File: src/rtl/cache_pkg.sv
`default_nettype none
// ============================================================================
// Module      : cache_pkg
// Description : Shared geometry, controller state encoding and line helpers
//               for the direct-mapped write-through cache controller.
// Revision    : 1.0 - initial release
// ============================================================================
package cache_pkg;

  localparam int TAG_W  = 6;
  localparam int IDX_W  = 3;
  localparam int WORD_W = 10;
  localparam int LINE_W = 20;
  localparam int LINES  = 8;
  localparam int ADDR_W = 10;

  // Controller states, explicitly encoded
  typedef enum logic [2:0] {
    S_IDLE   = 3'd0,
    S_LOOKUP = 3'd1,
    S_FILL   = 3'd2,
    S_WRITE  = 3'd3,
    S_RESP   = 3'd4
  } state_t;

  // Replace one word of a line; offset 1 selects the upper word
  function automatic logic [LINE_W-1:0] merge_word(input logic [LINE_W-1:0] line,
                                                   input logic              off,
                                                   input logic [WORD_W-1:0] word);
    logic [LINE_W-1:0] w_res;
    w_res = line;
    if (off) w_res[LINE_W-1:WORD_W] = word;
    else     w_res[WORD_W-1:0]      = word;
    return w_res;
  endfunction

  // Extract one word of a line
  function automatic logic [WORD_W-1:0] pick_word(input logic [LINE_W-1:0] line,
                                                  input logic              off);
    return off ? line[LINE_W-1:WORD_W] : line[WORD_W-1:0];
  endfunction

endpackage
`default_nettype wire

File: src/rtl/cache_mem_if.sv
`default_nettype none
// ============================================================================
// Module      : cache_mem_if
// Description : Memory-side handshake. mem_req is held until memory reports
//               busy (mem_ready=0), then dropped; the transfer completes on
//               the first cycle mem_ready is seen high again. Address, write
//               enable and write data are held stable for the whole transfer.
// Revision    : 1.0 - initial release
// ============================================================================
module cache_mem_if
  import cache_pkg::*;
(
  input  logic              clk,
  input  logic              rst,
  input  logic              i_start,
  input  logic              i_we,
  input  logic [ADDR_W-1:0] i_addr,
  input  logic [LINE_W-1:0] i_wdata,
  output logic              o_done,
  output logic [LINE_W-1:0] o_rdata,
  output logic              mem_req,
  output logic              mem_we,
  output logic [ADDR_W-1:0] mem_addr,
  output logic [LINE_W-1:0] mem_wdata,
  input  logic              mem_ready,
  input  logic [LINE_W-1:0] mem_rdata
);

  localparam logic [1:0] M_IDLE = 2'd0;
  localparam logic [1:0] M_REQ  = 2'd1;
  localparam logic [1:0] M_WAIT = 2'd2;

  logic [1:0] r_state;
  logic [1:0] w_next;
  logic       w_accept;

  // A new transfer may start from idle or back-to-back on a completion cycle
  assign w_accept = i_start && ((r_state == M_IDLE) || o_done);

  // Handshake state register
  always_ff @(posedge clk) begin
    if (rst) r_state <= M_IDLE;
    else     r_state <= w_next;
  end

  // Handshake next-state decode
  always_comb begin
    w_next = r_state;
    case (r_state)
      M_IDLE:  if (w_accept) w_next = M_REQ;
      M_REQ:   if (!mem_ready) w_next = M_WAIT;
      M_WAIT:  if (mem_ready) w_next = w_accept ? M_REQ : M_IDLE;
      default: w_next = M_IDLE;
    endcase
  end

  // Handshake outputs; read data is captured by the caller on o_done
  always_comb begin
    mem_req = (r_state == M_REQ);
    o_done  = (r_state == M_WAIT) && mem_ready;
    o_rdata = mem_rdata;
  end

  // Transfer attributes latched at start, write enable cleared on completion
  always_ff @(posedge clk) begin
    if (rst) begin
      mem_we    <= 1'b0;
      mem_addr  <= '0;
      mem_wdata <= '0;
    end else if (w_accept) begin
      mem_we    <= i_we;
      mem_addr  <= i_addr;
      mem_wdata <= i_wdata;
    end else if (o_done) begin
      mem_we    <= 1'b0;
    end
  end

endmodule
`default_nettype wire

File: src/rtl/cache_ctrl.sv
`default_nettype none
// ============================================================================
// Module      : cache_ctrl
// Description : Direct-mapped, write-through / write-allocate cache
//               controller, 8 lines x 2 words x 10 bits.
//               Optional macro CACHE_STATS_EN adds saturating hit/miss
//               counters on outputs hit_count / miss_count.
// Revision    : 1.0 - initial release
// ============================================================================
module cache_ctrl
  import cache_pkg::*;
(
  input  logic              clk,
  input  logic              rst,
  input  logic              cpu_req,
  input  logic              cpu_we,
  input  logic [ADDR_W-1:0] cpu_addr,
  input  logic [WORD_W-1:0] cpu_wdata,
  output logic [WORD_W-1:0] cpu_rdata,
  output logic              cpu_ready,
  output logic              mem_req,
  output logic              mem_we,
  output logic [ADDR_W-1:0] mem_addr,
  output logic [LINE_W-1:0] mem_wdata,
  input  logic [LINE_W-1:0] mem_rdata,
  input  logic              mem_ready
`ifdef CACHE_STATS_EN
  ,
  output logic [15:0]       hit_count,
  output logic [15:0]       miss_count
`endif
);

  state_t            r_state, w_next;
  logic              r_we;
  logic [ADDR_W-1:0] r_addr;
  logic [WORD_W-1:0] r_wdata;

  logic [LINE_W-1:0] r_data [LINES];
  logic [TAG_W-1:0]  r_tags [LINES];
  logic [LINES-1:0]  r_valid;

  logic [TAG_W-1:0]  w_tag;
  logic [IDX_W-1:0]  w_idx;
  logic              w_off;
  logic              w_hit;
  logic              w_done;
  logic [LINE_W-1:0] w_fill_line;
  logic [LINE_W-1:0] w_cur_line;
  logic              w_start, w_start_we;
  logic [LINE_W-1:0] w_start_line;
  logic              w_arr_we, w_fill_done;
  logic [LINE_W-1:0] w_arr_line;

  assign w_tag      = r_addr[ADDR_W-1:ADDR_W-TAG_W];
  assign w_idx      = r_addr[IDX_W:1];
  assign w_off      = r_addr[0];
  assign w_cur_line = r_data[w_idx];
  assign w_hit      = r_valid[w_idx] && (r_tags[w_idx] == w_tag);

  cache_mem_if u_mem_if (
    .clk       (clk),
    .rst       (rst),
    .i_start   (w_start),
    .i_we      (w_start_we),
    .i_addr    ({w_tag, w_idx, 1'b0}),
    .i_wdata   (w_start_line),
    .o_done    (w_done),
    .o_rdata   (w_fill_line),
    .mem_req   (mem_req),
    .mem_we    (mem_we),
    .mem_addr  (mem_addr),
    .mem_wdata (mem_wdata),
    .mem_ready (mem_ready),
    .mem_rdata (mem_rdata)
  );

  // Controller state register
  always_ff @(posedge clk) begin
    if (rst) r_state <= S_IDLE;
    else     r_state <= w_next;
  end

  // Controller next-state decode
  always_comb begin
    w_next = r_state;
    case (r_state)
      S_IDLE:   if (cpu_req) w_next = S_LOOKUP;
      S_LOOKUP: w_next = !w_hit ? S_FILL : (r_we ? S_WRITE : S_IDLE);
      S_FILL:   if (w_done) w_next = r_we ? S_WRITE : S_RESP;
      S_WRITE:  if (w_done) w_next = S_IDLE;
      S_RESP:   w_next = S_IDLE;
      default:  w_next = S_IDLE;
    endcase
  end

  // Controller outputs: transfer launches and array write strobes
  always_comb begin
    cpu_ready    = (r_state == S_IDLE);
    w_start      = 1'b0;
    w_start_we   = 1'b0;
    w_start_line = merge_word(w_cur_line, w_off, r_wdata);
    w_arr_we     = 1'b0;
    w_arr_line   = merge_word(w_cur_line, w_off, r_wdata);
    w_fill_done  = 1'b0;
    case (r_state)
      S_LOOKUP: begin
        if (!w_hit) begin
          w_start = 1'b1;
        end else if (r_we) begin
          w_start    = 1'b1;
          w_start_we = 1'b1;
          w_arr_we   = 1'b1;
        end
      end
      S_FILL: begin
        if (w_done) begin
          // A write miss merges straight into the fetched line and
          // launches the write-through back-to-back
          w_fill_done  = 1'b1;
          w_arr_we     = 1'b1;
          w_arr_line   = r_we ? merge_word(w_fill_line, w_off, r_wdata) : w_fill_line;
          w_start      = r_we;
          w_start_we   = r_we;
          w_start_line = merge_word(w_fill_line, w_off, r_wdata);
        end
      end
      default: ;
    endcase
  end

  // Latch the accepted CPU request; requests while busy are dropped
  always_ff @(posedge clk) begin
    if (rst) begin
      r_we    <= 1'b0;
      r_addr  <= '0;
      r_wdata <= '0;
    end else if ((r_state == S_IDLE) && cpu_req) begin
      r_we    <= cpu_we;
      r_addr  <= cpu_addr;
      r_wdata <= cpu_wdata;
    end
  end

  // Line data and tag storage (no reset needed, guarded by valid bits)
  always_ff @(posedge clk) begin
    if (w_arr_we)    r_data[w_idx] <= w_arr_line;
    if (w_fill_done) r_tags[w_idx] <= w_tag;
  end

  // Valid bits; reset also invalidates any line whose fill was aborted
  always_ff @(posedge clk) begin
    if (rst)              r_valid        <= '0;
    else if (w_fill_done) r_valid[w_idx] <= 1'b1;
  end

  // Registered read data for hits and read-miss fills
  always_ff @(posedge clk) begin
    if (rst)
      cpu_rdata <= '0;
    else if ((r_state == S_LOOKUP) && w_hit && !r_we)
      cpu_rdata <= pick_word(w_cur_line, w_off);
    else if ((r_state == S_FILL) && w_done && !r_we)
      cpu_rdata <= pick_word(w_fill_line, w_off);
  end

`ifdef CACHE_STATS_EN
  // Saturating hit/miss counters, one update per lookup
  always_ff @(posedge clk) begin
    if (rst) begin
      hit_count  <= '0;
      miss_count <= '0;
    end else if (r_state == S_LOOKUP) begin
      if (w_hit && (hit_count != 16'hFFFF))    hit_count  <= hit_count + 16'd1;
      if (!w_hit && (miss_count != 16'hFFFF))  miss_count <= miss_count + 16'd1;
    end
  end
`endif

endmodule
`default_nettype wire

File: config.mk
export PLATFORM = sky130hd
export DESIGN_NAME = cache_ctrl
export DESIGN_NICKNAME = d
export VERILOG_FILES = /design/src/rtl/cache_pkg.sv /design/src/rtl/cache_mem_if.sv /design/src/rtl/cache_ctrl.sv
export SDC_FILE = /design/constraint.sdc
export NUM_CORES = 1
export LEC_CHECK = 0
export BUFFER_PORTS_ARGS = -buffer_cell sky130_fd_sc_hd__buf_2
export CORE_MARGIN = 2
export CORE_UTILIZATION = 40
export CTS_BUF_LIST = sky130_fd_sc_hd__clkbuf_8
export DETAILED_ROUTE_END_ITERATION = 10
export SLEW_MARGIN = 30
export SYNTH_ARGS = -nofsm -noshare
export SYNTH_HDL_FRONTEND = slang
export SYNTH_SLANG_ARGS = --single-unit
File: constraint.sdc
create_clock -name clk -period 8 [get_ports clk]
set_input_delay 0.8 -clock clk [delete_from_list [all_inputs] [get_ports clk]]
set_output_delay 0.8 -clock clk [all_outputs]
set_load 0.01 [all_outputs]
==> metrics.yaml, run 1 <==
tns_ps: 0
layout.cells.most_common_list: "edfxtp_1, nand2_1, buf_2"
fin_skew_ps: 26.5
crit_family: "simple AND/OR/NAND/NOR gates"
synth_top_area_share_pct: 52.4
status: "completed"
worst_pin_slew_ps: 937
max_freq_mhz: 238
hold_viol_final: 0
drv_cap: 0
num-nets-final: 1012
ctsHtreeMaxLevel: 2
die_x_um: 177
pre_cts_slack_ps: 3770
worstHoldPathType: "input pin to flip-flop"
n_antenna_cell: 0
finalInstanceArea_um2: 13600
globalplace.congestion: 0.771
hold_ws_ps: 464
vdd_drop_max_mv: 0.104
drtIter0Drc: 884
synth_enable_flop_cells: 208
syn_avg_cell_area_um2: 13.6
final.period_utilization_pct: 52.6
critPathMaxStageDelay_ps: 630
fill_cells: 2657
power_frac_seq_pct: 53.5
dp_hpwl_mm: 20.3
crit_slowest_cell: "buf_4"
postCtsHoldBufs: 0
setup.worst_path.end_class: "flip-flop"
cts_buffers: 46
ios: 88
path_buf_inv: 1
place_area_um2: 12800
synth_cell_types: 51
area_growth_pct: 14.3
path_max_fanout: 54
comb_power_share_pct: 9.8
clk_pin_slew_ps: 70
critPathKind: "flip-flop to flip-flop"
root_buffer: "clkbuf_8"
via_per_inst: 5.54
die_h_um: 177
dr.pass1.iters: 9
cts_setup_buffers: 0
p_switching_uw: 801
final_util_pct: 46.2
power_density_nw_per_um2: 229
syn_nets: 923
synth-main-ff-cell: "edfxtp_1"
fp.coreArea_um2: 29500
drt_wl_total_mm: 30.8
cp.required_ps: 8180
grt_pass1_vias: 7514
p_leak_nw: 4.60
clk_latency_ps: 570
max_slew_margin_pct: 37.5
setup_slack_ps: 3790
start_util_pct: 40.4
rsz0062_at_grt: "false"
synth_warnings: 0
yosys-top-cells-area: "edfxtp_1, dfxtp_1, mux4_2"
antenna_found_initial: 0
row_count: 63
ys_async_sr_fraction_pct: 0
dp_cells: 1309
layout_commonest_cell: "edfxtp_1"
path_cells: "buf_4 -> mux4_2 -> mux2i_4 -> xor2_1 -> o2111ai_1 -> nor3_1 -> o21ai_0 -> nor2_4"
setup_viol: 0
gr-total-overflow: 0
synth_area_um2: 11900
die_area_um2: 31200
worstSetupStartpointType: "flip-flop"
cp.arrival_ps: 4390
clk_path_buf_depth: 3
fin_crit_ps: 4210
postCtsResizedCells: 0
grt_use_total_pct: 19.9
tritoncts: "built"
pwr-share-clk_pct: 36.7
synth-seq-cells: 285
drv_slew: 0
swShare_pct: 25.7
grt_pass1_wl_mm: 46.0
netlist_instances: 878
finalPower_mw: 3.12
yosys.area.top_type: "edfxtp_1"
portBuffers: 86
r2r_slack_ps: 3790
yosysSeqAreaShare_pct: 65.3
grt_max_degree: 76
clock-sinks: 285
drc: 0
vias: 7732
drive_above_1_share_pct: 25.8
post_drt_wl_per_cell_um: 22.1
drtAntennaViolNets: 0
power.internal_mw: 2.32
stdcell_count: 1395
-- sequential cells by signal (all words and copies together), names as in the netlist, 8 cells and up, named ones only --
register	flops
cpu_rdata	10
u_mem_if.mem_addr	9
r_addr	10
u_mem_if.mem_wdata	20
r_wdata	10
r_valid	8
r_data	160
r_tags	48
-- power by group through the flow --
stage,registers [mW],clock network [mW],logic (mW)
2_1_floorplan,1.68,0,0.212
3_3_place_gp,1.70,0,0.301
3_5_place_dp,1.70,0,0.306
4_1_cts,1.67,1.17,0.306
5_1_grt,1.67,1.24,0.336
6_report,1.67,1.15,0.307
-- layout make-up --
type | instances | area (um^2) | area share [%]
clock buffer | 50 | 688 | 5.05
clock inverter | 36 | 156 | 1.15
inverter | 3 | 11.3 | 0.0827
multi-input combinational | 522 | 3880 | 28.5
sequential | 285 | 7800 | 57.2
tap | 390 | 488 | 3.58
timing repair buffer | 109 | 603 | 4.43
-- cells in the mapped netlist, types with 18 or more instances --
library cell  number
dfxtp_1           77
edfxtp_1         208
mux2i_1           29
o21ai_0           33
mux4_2            49
o22ai_1           19
nor2_1            48
clkbuf_1          43
buf_2             18
nand2_1          112
a21oi_1           85
a211oi_1          21
-- cell families (layout without fill, tap and decap cells) --
group | Yosys count | in the layout | share of synthesized area, %
other | 1 | 1 | 0.0315
buffers and inverters | 71 | 198 | 2.61
AOI/OAI and AO/OA | 193 | 193 | 9.45
xor gates and xnor gates | 7 | 7 | 0.514
and+or+nand+nor | 230 | 230 | 9.05
DFF | 285 | 285 | 65.3
muxes | 91 | 91 | 13.0
-- path summary, 6_finish.rpt --
check                                start  depth (start not counted)                   to
worst max-delay path             flip-flop                          8         r_data[3][3]
worst min-delay path             mem_ready                          2  u_mem_if.r_state[1]
worst max register to register   flip-flop                          8         r_data[3][3]
worst min register to register  r_valid[3]                          2           r_valid[3]
-- routing by layer --
| layer | global-route usage [%] | vias to the layer above | wire [um] | part of all wire (%) |
|---|---|---|---|---|
| met4 | 5.68 | 0 | 655 | 2.1 |
| met2 | 28.0 | 340 | 13000 | 42 |
| met5 | 0 | - | 0 | 0 |
| met1 | 30.3 | 3825 | 14500 | 47 |
| met3 | 4.96 | 50 | 2630 | 8.5 |
| li1 | - | 3517 | - | - |
Note: power is estimated with default switching activity, not from simulation.
==> run 2, diff against run 1 <==
==> constraint.sdc (replaced) <==
create_clock -name clk -period 4.3 [get_ports clk]
set_input_delay 0.43 -clock clk [delete_from_list [all_inputs] [get_ports clk]]
set_output_delay 0.43 -clock clk [all_outputs]
set_load 0.01 [all_outputs]
==> run 2 against run 1 <==
Against the previous run: non-clock buffer count up 6; worst hold slack worse by 380 ps; sequential share of layout area down 0.41 points; largest cell class unchanged; highest routed layer unchanged.
==> metrics.yaml, run 2 (same netlist as run 1, synthesis figures left out) <==
drv_cap: 0  # unchanged
r2r-end: "r_data[1][15]"
postCtsResizedCells: 0  # unchanged
drc: 0  # unchanged
row_count: 63  # unchanged
die_x_um: 177  # unchanged
grt_max_degree: 53  # -30%
cts_setup_buffers: 0  # unchanged
worst_pin_slew_ps: 906  # -30.8 ps
ctsHtreeMaxLevel: 2  # unchanged
min_to: "u_mem_if.r_state[1]"
tritoncts: "built"
worstHoldPathType: "input pin to flip-flop"
root_buffer: "clkbuf_8"
cp.arrival_ps: 3700  # -690 ps
clk_latency_ps: 580  # about the same
crit_family: "compound AO/OA/AOI/OAI gates"
clk_path_buf_depth: 3  # unchanged
post_drt_wl_per_cell_um: 22.1  # +0.15%
p_leak_nw: 4.66  # +1.4%
hold_start: "mem_ready"
hold_ws_ps: 85.7  # -378 ps
final.period_utilization_pct: 80.0  # +27 points
regMostFlops: "r_data"
setup.worst_path.end_class: "flip-flop"
largest_reg_flops: 160  # unchanged
vdd_drop_max_mv: 0.207  # +100%
area_growth_pct: 15.1
portBuffers: 86  # unchanged
clock-sinks: 285  # unchanged
max_slew_margin_pct: 39.6  # +2.1 points
globalplace.congestion: 0.813  # +5.5%
drv_slew: 0  # unchanged
worstSetupStartpointType: "flip-flop"
num-nets-final: 1017  # +0.49%
hold_viol_final: 0  # unchanged
n_antenna_cell: 0  # unchanged
crit_slowest_cell: "o21ai_0"
grt_use_total_pct: 20.1  # +0.22 points
critPathKind: "flip-flop to flip-flop"
cp.required_ps: 4560  # -3620 ps
postCtsHoldBufs: 0  # unchanged
stdcell_count: 1398  # +0.22%
fp.coreArea_um2: 29500  # unchanged
setup_viol: 0  # unchanged
ios: 88  # unchanged
reg2reg_depth: 9  # +1
gr-total-overflow: 0  # unchanged
drtAntennaViolNets: 0  # unchanged
max_freq_mhz: 291  # +22%
layout.cells.most_common_list: "edfxtp_1, nand2_1, buf_2"
layout_commonest_cell: "edfxtp_1"
reg.largest.list: "r_data x160, r_tags x48, u_mem_if.mem_wdata x20"
rsz0062_at_grt: "false"
setup_slack_ps: 860  # -2930 ps
r2r_slack_ps: 860  # -2930 ps
path_cells: "buf_4 -> nand2_1 -> a2bb2oi_1 -> and3_1 -> o211ai_1 -> nor3_1 -> o21ai_0 -> nor3_2 -> buf_4"
crit_top_cell: "buf_4"
path_buf_inv: 2  # +1
die_h_um: 177  # unchanged
grt_pass1_wl_mm: 46.4  # +0.97%
clk_pin_slew_ps: 60  # about the same
die_area_um2: 31200  # unchanged
dp_cells: 1315  # +0.46%
fin_crit_ps: 3440  # -767 ps
antenna_found_initial: 0  # unchanged
grt_pass1_vias: 7420  # -1.3%
path_max_fanout: 42  # -22%
tns_ps: 0  # unchanged
fin_skew_ps: 53.7  # +27.2 ps
critPathMaxStageDelay_ps: 640  # about the same
status: "completed"
pre_cts_slack_ps: 850  # -2920 ps
drive_above_1_share_pct: 26.6  # +0.82 points
dp_hpwl_mm: 20.8  # +2.3%
power_density_nw_per_um2: 434  # +90%
cts_buffers: 45  # -2.2%
drt_wl_total_mm: 30.9  # +0.37%
vias: 7598  # -1.7%
start_util_pct: 40.4  # unchanged
via_per_inst: 5.43  # -1.9%
dr.pass1.iters: 5  # -4
hold_depth: 2  # unchanged
drtIter0Drc: 622  # -30%
-- run 2: changes by cell type in the layout (fill, tap and decap cells not counted), sizes merged --
cell,before,now
clkinvlp,2,0
bufinv,0,2
inv,19,18
clkinv,18,14
buf,109,115
clkbuf,50,52
-- run 2: final cells by class --
class	count	area, um^2
Fill cell	2618	15800
Sequential cell	285	7790
Multi-Input combinational cell	522	3870
Clock buffer	52	716
Timing Repair Buffer	115	648
Tap cell	390	488
Clock inverter	31	191
Inverter	3	11.3
-- run 2: worst reg2reg max path: cells and delay by family, from the launching register on --
family / cells / cell delay (ps)
flip-flops: 1 / 550
AND/OR/NAND/NOR: 4 / 520
buffers and inverters: 2 / 830
AO/OA/AOI/OAI: 3 / 1210
-- run 2: routing by layer --
metal | GRT usage, % | share of wire, % | up-vias | wire (um)
met1 | 27.3 | 43 | 3752 | 13400
met3 | 4.12 | 6.4 | 51 | 1980
met5 | 0 | 0 | - | 0
met4 | 7.02 | 2.7 | 0 | 826
li1 | - | - | 3529 | -
met2 | 32.1 | 48 | 266 | 14700
-- run 2: power breakdown --
part / total [mW] / leakage (nW) / internal [mW] / switching [mW]
combinational: 0.577 / 1.62 / 0.209 / 0.368
sequential: 3.10 / 2.52 / 3.03 / 0.0655
clock: 2.28 / 0.519 / 1.23 / 1.05
-- run 2: per-stage QoR --
| step | util [%] | power [mW] | area [um^2] |
|---|---|---|---|
| final | 46.5 | 5.96 | 13700 |
| after global routing | 46.5 | 6.20 | 13700 |
| after CTS | 46.5 | 6.01 | 13700 |
| after detailed placement | 43.5 | 3.73 | 12800 |
| after global placement | 43.4 | 3.73 | 12800 |
| after floorplan | - | 3.52 | 11900 |
-- run 2: worst max path at each step --
stage	from	endpoint	slack, ps	cells after the start
finish	flip-flop	r_data[1][15]	860	9
global route	flip-flop	r_data[1][15]	510	9
CTS	flip-flop	r_data[1][15]	780	9
detailed placement	flip-flop	r_data[1][13]	850	9
global placement	flip-flop	r_data[0][3]	920	9
floorplan	flip-flop	r_data[0][0]	480	9
